## config.mk

```make
export PLATFORM = sky130hd
export DESIGN_NAME = qcw_ramp_gen_flat
export DESIGN_NICKNAME = d
export VERILOG_FILES = /design/src/rtl/qcw_ramp_gen_if.sv /design/src/rtl/qcw_ramp_gen.sv /design/src/flat_wrapper.sv
export SDC_FILE = /design/constraint.sdc
export NUM_CORES = 1
export LEC_CHECK = 0
export BUFFER_PORTS_ARGS = -buffer_cell sky130_fd_sc_hd__buf_2
export CAP_MARGIN = 20
export CORE_ASPECT_RATIO = 1.25
export CORE_MARGIN = 2
export CORE_UTILIZATION = 55
export DETAILED_ROUTE_END_ITERATION = 6
export PLACE_DENSITY = 0.76
export RECOVER_POWER = 100
export SETUP_SLACK_MARGIN = 0.4
export SLEW_MARGIN = 20
export SYNTH_ARGS = -nofsm -noshare
export SYNTH_HDL_FRONTEND = slang
export SYNTH_SLANG_ARGS = --single-unit
```

## constraint.sdc

```tcl
create_clock -name clk_i -period 9.7 [get_ports clk_i]
set_input_delay 1.94 -clock clk_i [delete_from_list [all_inputs] [get_ports clk_i]]
set_output_delay 1.94 -clock clk_i [all_outputs]
set_load 0.005 [all_outputs]
```

## src/rtl/qcw_ramp_gen_if.sv

```systemverilog
// Control/config/status bundle between the power-interface side and the QCW ramp generator.
// The slave modport is the generator; the master modport is whoever drives start and config.
interface qcw_ramp_gen_if #(
  parameter int unsigned PHASE_W = 8,
  parameter int unsigned FRAC_W  = 8,
  parameter int unsigned CNT_W   = 16
);
  logic                       start;
  logic                       halt;
  logic                       qcw_done;
  logic                       cycle_finished;
  logic [PHASE_W-1:0]         phase_start;
  logic [PHASE_W-1:0]         phase_end;
  logic [PHASE_W+FRAC_W-1:0]  phase_step;
  logic [CNT_W-1:0]           hold_cycles;

  logic [PHASE_W-1:0]         phase_shift;
  logic                       busy;
  logic                       ramp_done;
  logic                       aborted;
  logic [CNT_W-1:0]           cycle_count;

  modport master (
    output start, halt, qcw_done, cycle_finished,
    output phase_start, phase_end, phase_step, hold_cycles,
    input  phase_shift, busy, ramp_done, aborted, cycle_count
  );

  modport slave (
    input  start, halt, qcw_done, cycle_finished,
    input  phase_start, phase_end, phase_step, hold_cycles,
    output phase_shift, busy, ramp_done, aborted, cycle_count
  );
endinterface

```

## src/rtl/qcw_ramp_gen.sv

```systemverilog
// Per-bridge-cycle phase-shift envelope: ramps phase_start -> phase_end, then holds phase_end.
// Define QCW_RAMP_ROUND_EN for round-half-up phase output instead of truncation.
module qcw_ramp_gen #(
  parameter int unsigned PHASE_W = 8,
  parameter int unsigned FRAC_W  = 8,
  parameter int unsigned CNT_W   = 16
) (
  input  logic            clk_i,
  input  logic            reset_i,
  qcw_ramp_gen_if.slave   bus
);
  localparam int unsigned AccW = PHASE_W + FRAC_W;

  typedef enum logic [1:0] {StIdle, StRamp, StHold, StFinish} state_e;

  state_e              state_q;
  logic [AccW-1:0]     acc_q;
  logic [AccW-1:0]     step_q;
  logic [PHASE_W-1:0]  end_q;
  logic [PHASE_W-1:0]  phase_q;
  logic [CNT_W-1:0]    hold_q;
  logic [CNT_W-1:0]    hold_cnt_q;
  logic [CNT_W-1:0]    cnt_q;
  logic                dir_q;
  logic                busy_q;
  logic                done_q;
  logic                aborted_q;

  logic [AccW-1:0]     target;
  logic [AccW:0]       sum;
  logic [AccW:0]       diff;
  logic                reach;
  logic [AccW-1:0]     acc_d;
  logic [PHASE_W-1:0]  phase_d;
  logic [CNT_W-1:0]    cnt_inc;
  logic                abort;
`ifdef QCW_RAMP_ROUND_EN
  logic [PHASE_W:0]    rounded;
`endif

  always_comb begin
    target = {end_q, {FRAC_W{1'b0}}};
    // One extra bit catches carry past the top of range and borrow below zero.
    sum    = {1'b0, acc_q} + {1'b0, step_q};
    diff   = {1'b0, acc_q} - {1'b0, step_q};
    if (dir_q) begin
      reach = (sum >= {1'b0, target});
    end else begin
      reach = diff[AccW] || (diff[AccW-1:0] <= target);
    end
    if (reach) begin
      acc_d = target;
    end else if (dir_q) begin
      acc_d = sum[AccW-1:0];
    end else begin
      acc_d = diff[AccW-1:0];
    end
`ifdef QCW_RAMP_ROUND_EN
    rounded = {1'b0, acc_d[AccW-1:FRAC_W]} + {{PHASE_W{1'b0}}, acc_d[FRAC_W-1]};
    phase_d = rounded[PHASE_W] ? {PHASE_W{1'b1}} : rounded[PHASE_W-1:0];
    if (reach) begin
      phase_d = end_q;
    end
`else
    phase_d = acc_d[AccW-1:FRAC_W];
`endif
    cnt_inc = (cnt_q == {CNT_W{1'b1}}) ? cnt_q : cnt_q + CNT_W'(1);
    abort   = bus.halt || bus.qcw_done;
  end

  always_ff @(posedge clk_i) begin
    if (reset_i) begin
      state_q    <= StIdle;
      acc_q      <= '0;
      step_q     <= '0;
      end_q      <= '0;
      phase_q    <= '0;
      hold_q     <= '0;
      hold_cnt_q <= '0;
      cnt_q      <= '0;
      dir_q      <= 1'b0;
      busy_q     <= 1'b0;
      done_q     <= 1'b0;
      aborted_q  <= 1'b0;
    end else begin
      done_q <= 1'b0;
      unique case (state_q)
        StIdle: begin
          if (bus.start && !bus.halt) begin
            acc_q      <= {bus.phase_start, {FRAC_W{1'b0}}};
            step_q     <= bus.phase_step;
            end_q      <= bus.phase_end;
            hold_q     <= bus.hold_cycles;
            phase_q    <= bus.phase_start;
            dir_q      <= (bus.phase_end >= bus.phase_start);
            hold_cnt_q <= '0;
            cnt_q      <= '0;
            aborted_q  <= 1'b0;
            busy_q     <= 1'b1;
            state_q    <= (bus.phase_start == bus.phase_end) ? StHold : StRamp;
          end
        end
        StRamp: begin
          // Abort wins over a coincident cycle_finished: no step is applied.
          if (abort) begin
            state_q   <= StIdle;
            busy_q    <= 1'b0;
            aborted_q <= 1'b1;
          end else if (bus.cycle_finished) begin
            cnt_q   <= cnt_inc;
            acc_q   <= acc_d;
            phase_q <= phase_d;
            if (reach) begin
              hold_cnt_q <= '0;
              state_q    <= StHold;
            end
          end
        end
        StHold: begin
          if (abort) begin
            state_q   <= StIdle;
            busy_q    <= 1'b0;
            aborted_q <= 1'b1;
          end else if (hold_cnt_q == hold_q) begin
            state_q <= StFinish;
            busy_q  <= 1'b0;
            done_q  <= 1'b1;
          end else if (bus.cycle_finished) begin
            hold_cnt_q <= hold_cnt_q + CNT_W'(1);
            cnt_q      <= cnt_inc;
          end
        end
        StFinish: begin
          state_q <= StIdle;
        end
        default: begin
          state_q <= StIdle;
        end
      endcase
    end
  end

  assign bus.phase_shift = phase_q;
  assign bus.busy        = busy_q;
  assign bus.ramp_done   = done_q;
  assign bus.aborted     = aborted_q;
  assign bus.cycle_count = cnt_q;

endmodule
```

## src/flat_wrapper.sv

```systemverilog
// flat-port wrapper written by rule: the top's interface ports become plain ports
module qcw_ramp_gen_flat 
#(
  parameter int unsigned PHASE_W = 8,
  parameter int unsigned FRAC_W  = 8,
  parameter int unsigned CNT_W   = 16
)
  (clk_i, reset_i, bus_start, bus_halt, bus_qcw_done, bus_cycle_finished, bus_phase_start, bus_phase_end, bus_phase_step, bus_hold_cycles, bus_phase_shift, bus_busy, bus_ramp_done, bus_aborted, bus_cycle_count);
  qcw_ramp_gen_if #(.PHASE_W(PHASE_W), .FRAC_W(FRAC_W), .CNT_W(CNT_W)) bus_i ();
  input  logic clk_i;
  input  logic reset_i;
  input wire logic [$bits(bus_i.start)-1:0] bus_start;
  input wire logic [$bits(bus_i.halt)-1:0] bus_halt;
  input wire logic [$bits(bus_i.qcw_done)-1:0] bus_qcw_done;
  input wire logic [$bits(bus_i.cycle_finished)-1:0] bus_cycle_finished;
  input wire logic [$bits(bus_i.phase_start)-1:0] bus_phase_start;
  input wire logic [$bits(bus_i.phase_end)-1:0] bus_phase_end;
  input wire logic [$bits(bus_i.phase_step)-1:0] bus_phase_step;
  input wire logic [$bits(bus_i.hold_cycles)-1:0] bus_hold_cycles;
  output wire logic [$bits(bus_i.phase_shift)-1:0] bus_phase_shift;
  output wire logic [$bits(bus_i.busy)-1:0] bus_busy;
  output wire logic [$bits(bus_i.ramp_done)-1:0] bus_ramp_done;
  output wire logic [$bits(bus_i.aborted)-1:0] bus_aborted;
  output wire logic [$bits(bus_i.cycle_count)-1:0] bus_cycle_count;
  assign bus_i.start = bus_start;
  assign bus_i.halt = bus_halt;
  assign bus_i.qcw_done = bus_qcw_done;
  assign bus_i.cycle_finished = bus_cycle_finished;
  assign bus_i.phase_start = bus_phase_start;
  assign bus_i.phase_end = bus_phase_end;
  assign bus_i.phase_step = bus_phase_step;
  assign bus_i.hold_cycles = bus_hold_cycles;
  assign bus_phase_shift = bus_i.phase_shift;
  assign bus_busy = bus_i.busy;
  assign bus_ramp_done = bus_i.ramp_done;
  assign bus_aborted = bus_i.aborted;
  assign bus_cycle_count = bus_i.cycle_count;
  qcw_ramp_gen #(.PHASE_W(PHASE_W), .FRAC_W(FRAC_W), .CNT_W(CNT_W)) u_core (.clk_i(clk_i), .reset_i(reset_i), .bus(bus_i));
endmodule
```

==> impl_metrics.toml <==
[floorplan]
die_h_um = 131
start_util_pct = 55.9
num_io_pins = 81
row_count = 46
die_w_um = 106
core_area_um2 = 12700
fp.dieArea_um2 = 13800

[worst_setup_path]
worstSetupPathType = "in -> reg"
cp_data_arrival_time_ns = 7.15
rrSetupSlack_ns = 3.14
cp.required_ns = 9.77
worstSetupEndpointType = "flip-flop"
critPathLaunchType = "input pin"
cp_max_fo = 87

[timing]
finalSetupViolCount = 0
rsz0062_at_grt = "false"
fmax_mhz = 141
maxSlewHeadroom_pct = -156
period_needed_ns = 7.08
hold_viol_final = 0
tightest_slew_ns = 3.84
setup_tns_ns = 0
slew_viol_final = 142
fin_skew_ns = 0.00888
fin_crit_sh_pct = 73.0

[synth]
ys_ff_latch = 94
synth_top_flop_cell = "dfxtp_1"
synth_enable_flop_cells = 0
netlist_instances = 916
async_reset_ff_share_pct = 0
syn-cell-area_um2 = 7080
synth_cell_type_count = 82
synth.avg_cell_area_um2 = 7.73
syn_nets = 1034
yosysSeqAreaShare_pct = 26.6
yosysWarnings = 0

[clock_tree]
cts_buffer_depth = 2
clkTransAtPathRegs_ns = 0.06
htreeDepth = 3
clock_latency_ns = 0.35
root_buffer = "clkbuf_16"
cts_tree = "yes"
numClockSinks = 94
cts_hold_buf = 0
cts_setup_buffers = 0
cts-buffers-inserted = 9
cts_resized = 0

[route]
drt_first_iter_violations = 338
viasPerCell = 6.03
wl_per_cell_um = 16.6
dr_total_vias = 6800
ant_nets = 0
drc = 0
wirelength_mm = 18.7
first_pass_iters = 4

[status]
violations = "max-capacitance violations, max-slew violations"
status = "finished, violations left"

[global_route]
antenna_found_initial = 0
grt_pass1_wl_mm = 30.8
grt_pass1_vias = 6406
grt_max_degree = 88
track_usage_pct = 27.3
grt_overflow = 0

[power_and_ir_drop]
max-vdd-ir-drop_uv = 106
power_leakage_nw = 3.10
power_density_nw_per_um2 = 189

[layout]
synthToLayoutAreaGrowth_pct = 8.28
final_nets = 1074
fin_util_pct = 60.6
num_antenna_cells = 0
layout_common_cells = "nand2_1 (122), dfxtp_1 (94), a21oi_1 (87), inv_1 (73), nor2_1 (65)"
final_cells = 1128
final_common_cell = "nand2_1"
drive_gt1_share_pct = 10.4

[place]
place_congestion = 0.947
dp_cells = 1113
portBuffers = 80
hpwl_mm = 13.8

[job]
maxCapViolCount = 3

[min_path]
hp-class = "reg -> reg"
-- where the power goes --
group / switching [mW] / internal [mW] / total [mW]
combinational: 0.410 / 0.255 / 0.665
sequential: 0.0278 / 0.411 / 0.438
clock: 0.147 / 0.198 / 0.345
total: 0.585 / 0.863 / 1.45
-- worst paths after layout --
check,start,endpoint,depth (start not counted)
min,u_core.hold_q[5]$_SDFFE_PP0P_,u_core.hold_q[5]$_SDFFE_PP0P_,2
max,reset_i,u_core.hold_cnt_q[11]$_SDFFE_PP0P_,5
min reg2reg,u_core.hold_q[5]$_SDFFE_PP0P_,u_core.hold_q[5]$_SDFFE_PP0P_,2
max reg2reg,u_core.step_q[3]$_SDFFE_PP0P_,u_core.bus.phase_shift[5]$_SDFFE_PP0P_,17
-- final cells by class --
class / count / area (um^2)
repair buffers: 85 / 408
clock inverters: 4 / 48.8
multi-input cells: 690 / 4600
inverters: 76 / 285
well taps: 168 / 210
flip-flops and latches: 94 / 1880
fillers: 1173 / 4990
clock buffers: 11 / 233
-- Yosys cell counts (all sizes together) (4+ instances only) --
library cell,number,share of area (%)
nand2,122,6.5
dfxtp,94,27
a21oi,88,6.4
inv,74,3.9
nor2,65,3.4
ha,62,11
clkbuf,32,1.7
nand3,31,2.2
o21ai,30,2.1
xnor2,27,3.3
buf,24,2.1
xor2,22,2.7
or3,18,1.6
nor3,15,1.1
nor4,14,1.4
o32ai,14,1.7
a21o,13,1.4
o211ai,13,1.6
a211oi,12,1.4
nor2b,11,0.97
nand2b,9,0.90
nand4,9,0.79
a2111oi,7,1.2
a32oi,7,0.87
o41ai,7,0.87
a311oi,6,0.83
mux2i,6,0.85
o21a,6,0.64
or4,6,0.69
mux2,5,0.79
o2111ai,5,0.95
a31o,4,0.49
and3,4,0.35
nand3b,4,0.42
o211a,4,0.57
o31ai,4,0.42
or2,4,0.35
-- kinds of logic (layout without fill, tap and decap cells) --
logic type	after synthesis	count (layout)	synth area share, %
AOI/OAI and AO/OA	244	244	24.5
xor gates and xnor gates	49	49	6.06
adders and majority gates	64	64	11.5
buffers and inverters	132	176	7.84
DFF	94	94	26.6
muxes	11	11	1.64
and+or+nand+nor	322	322	21.9
-- per-stage QoR --
stage	power [mW]	setup WS, ns	hold slack (ns)	cell area [um^2]
2_1_floorplan	0.959	5.40	0.436	7080
3_3_place_gp	1.10	4.69	0.443	7470
3_5_place_dp	1.11	4.57	0.452	7470
4_1_cts	1.46	4.54	0.461	7750
5_1_grt	1.54	2.33	0.481	7670
6_report	1.45	2.62	0.465	7670
-- worst max-delay path, cell delays in order --
cell and delay (ns):
buf_2 0.08, clkbuf_1 2.68, clkinv_1 1.90, nand3_1 0.40, o32ai_1 0.13
-- state kept, by name, indices dropped and copies added (netlist names) --
name and count:
u_core.acc_q 8, u_core.bus.aborted 1, u_core.bus.busy 1, u_core.bus.cycle_count 16
u_core.bus.phase_shift 8, u_core.bus.ramp_done 1, u_core.dir_q 1, u_core.end_q 8
u_core.hold_cnt_q 16, u_core.hold_q 16, u_core.state_q 2, u_core.step_q 16
-- per-layer routing --
| layer | GRT usage, % | share of wire (%) |
|---|---|---|
| met2 | 47.3 | 48 |
| met3 | 4.07 | 6.3 |
| met5 | 0 | 0 |
| met1 | 34.3 | 43 |
| met4 | 11.2 | 3.1 |
Power figures use the tool's default switching activity.
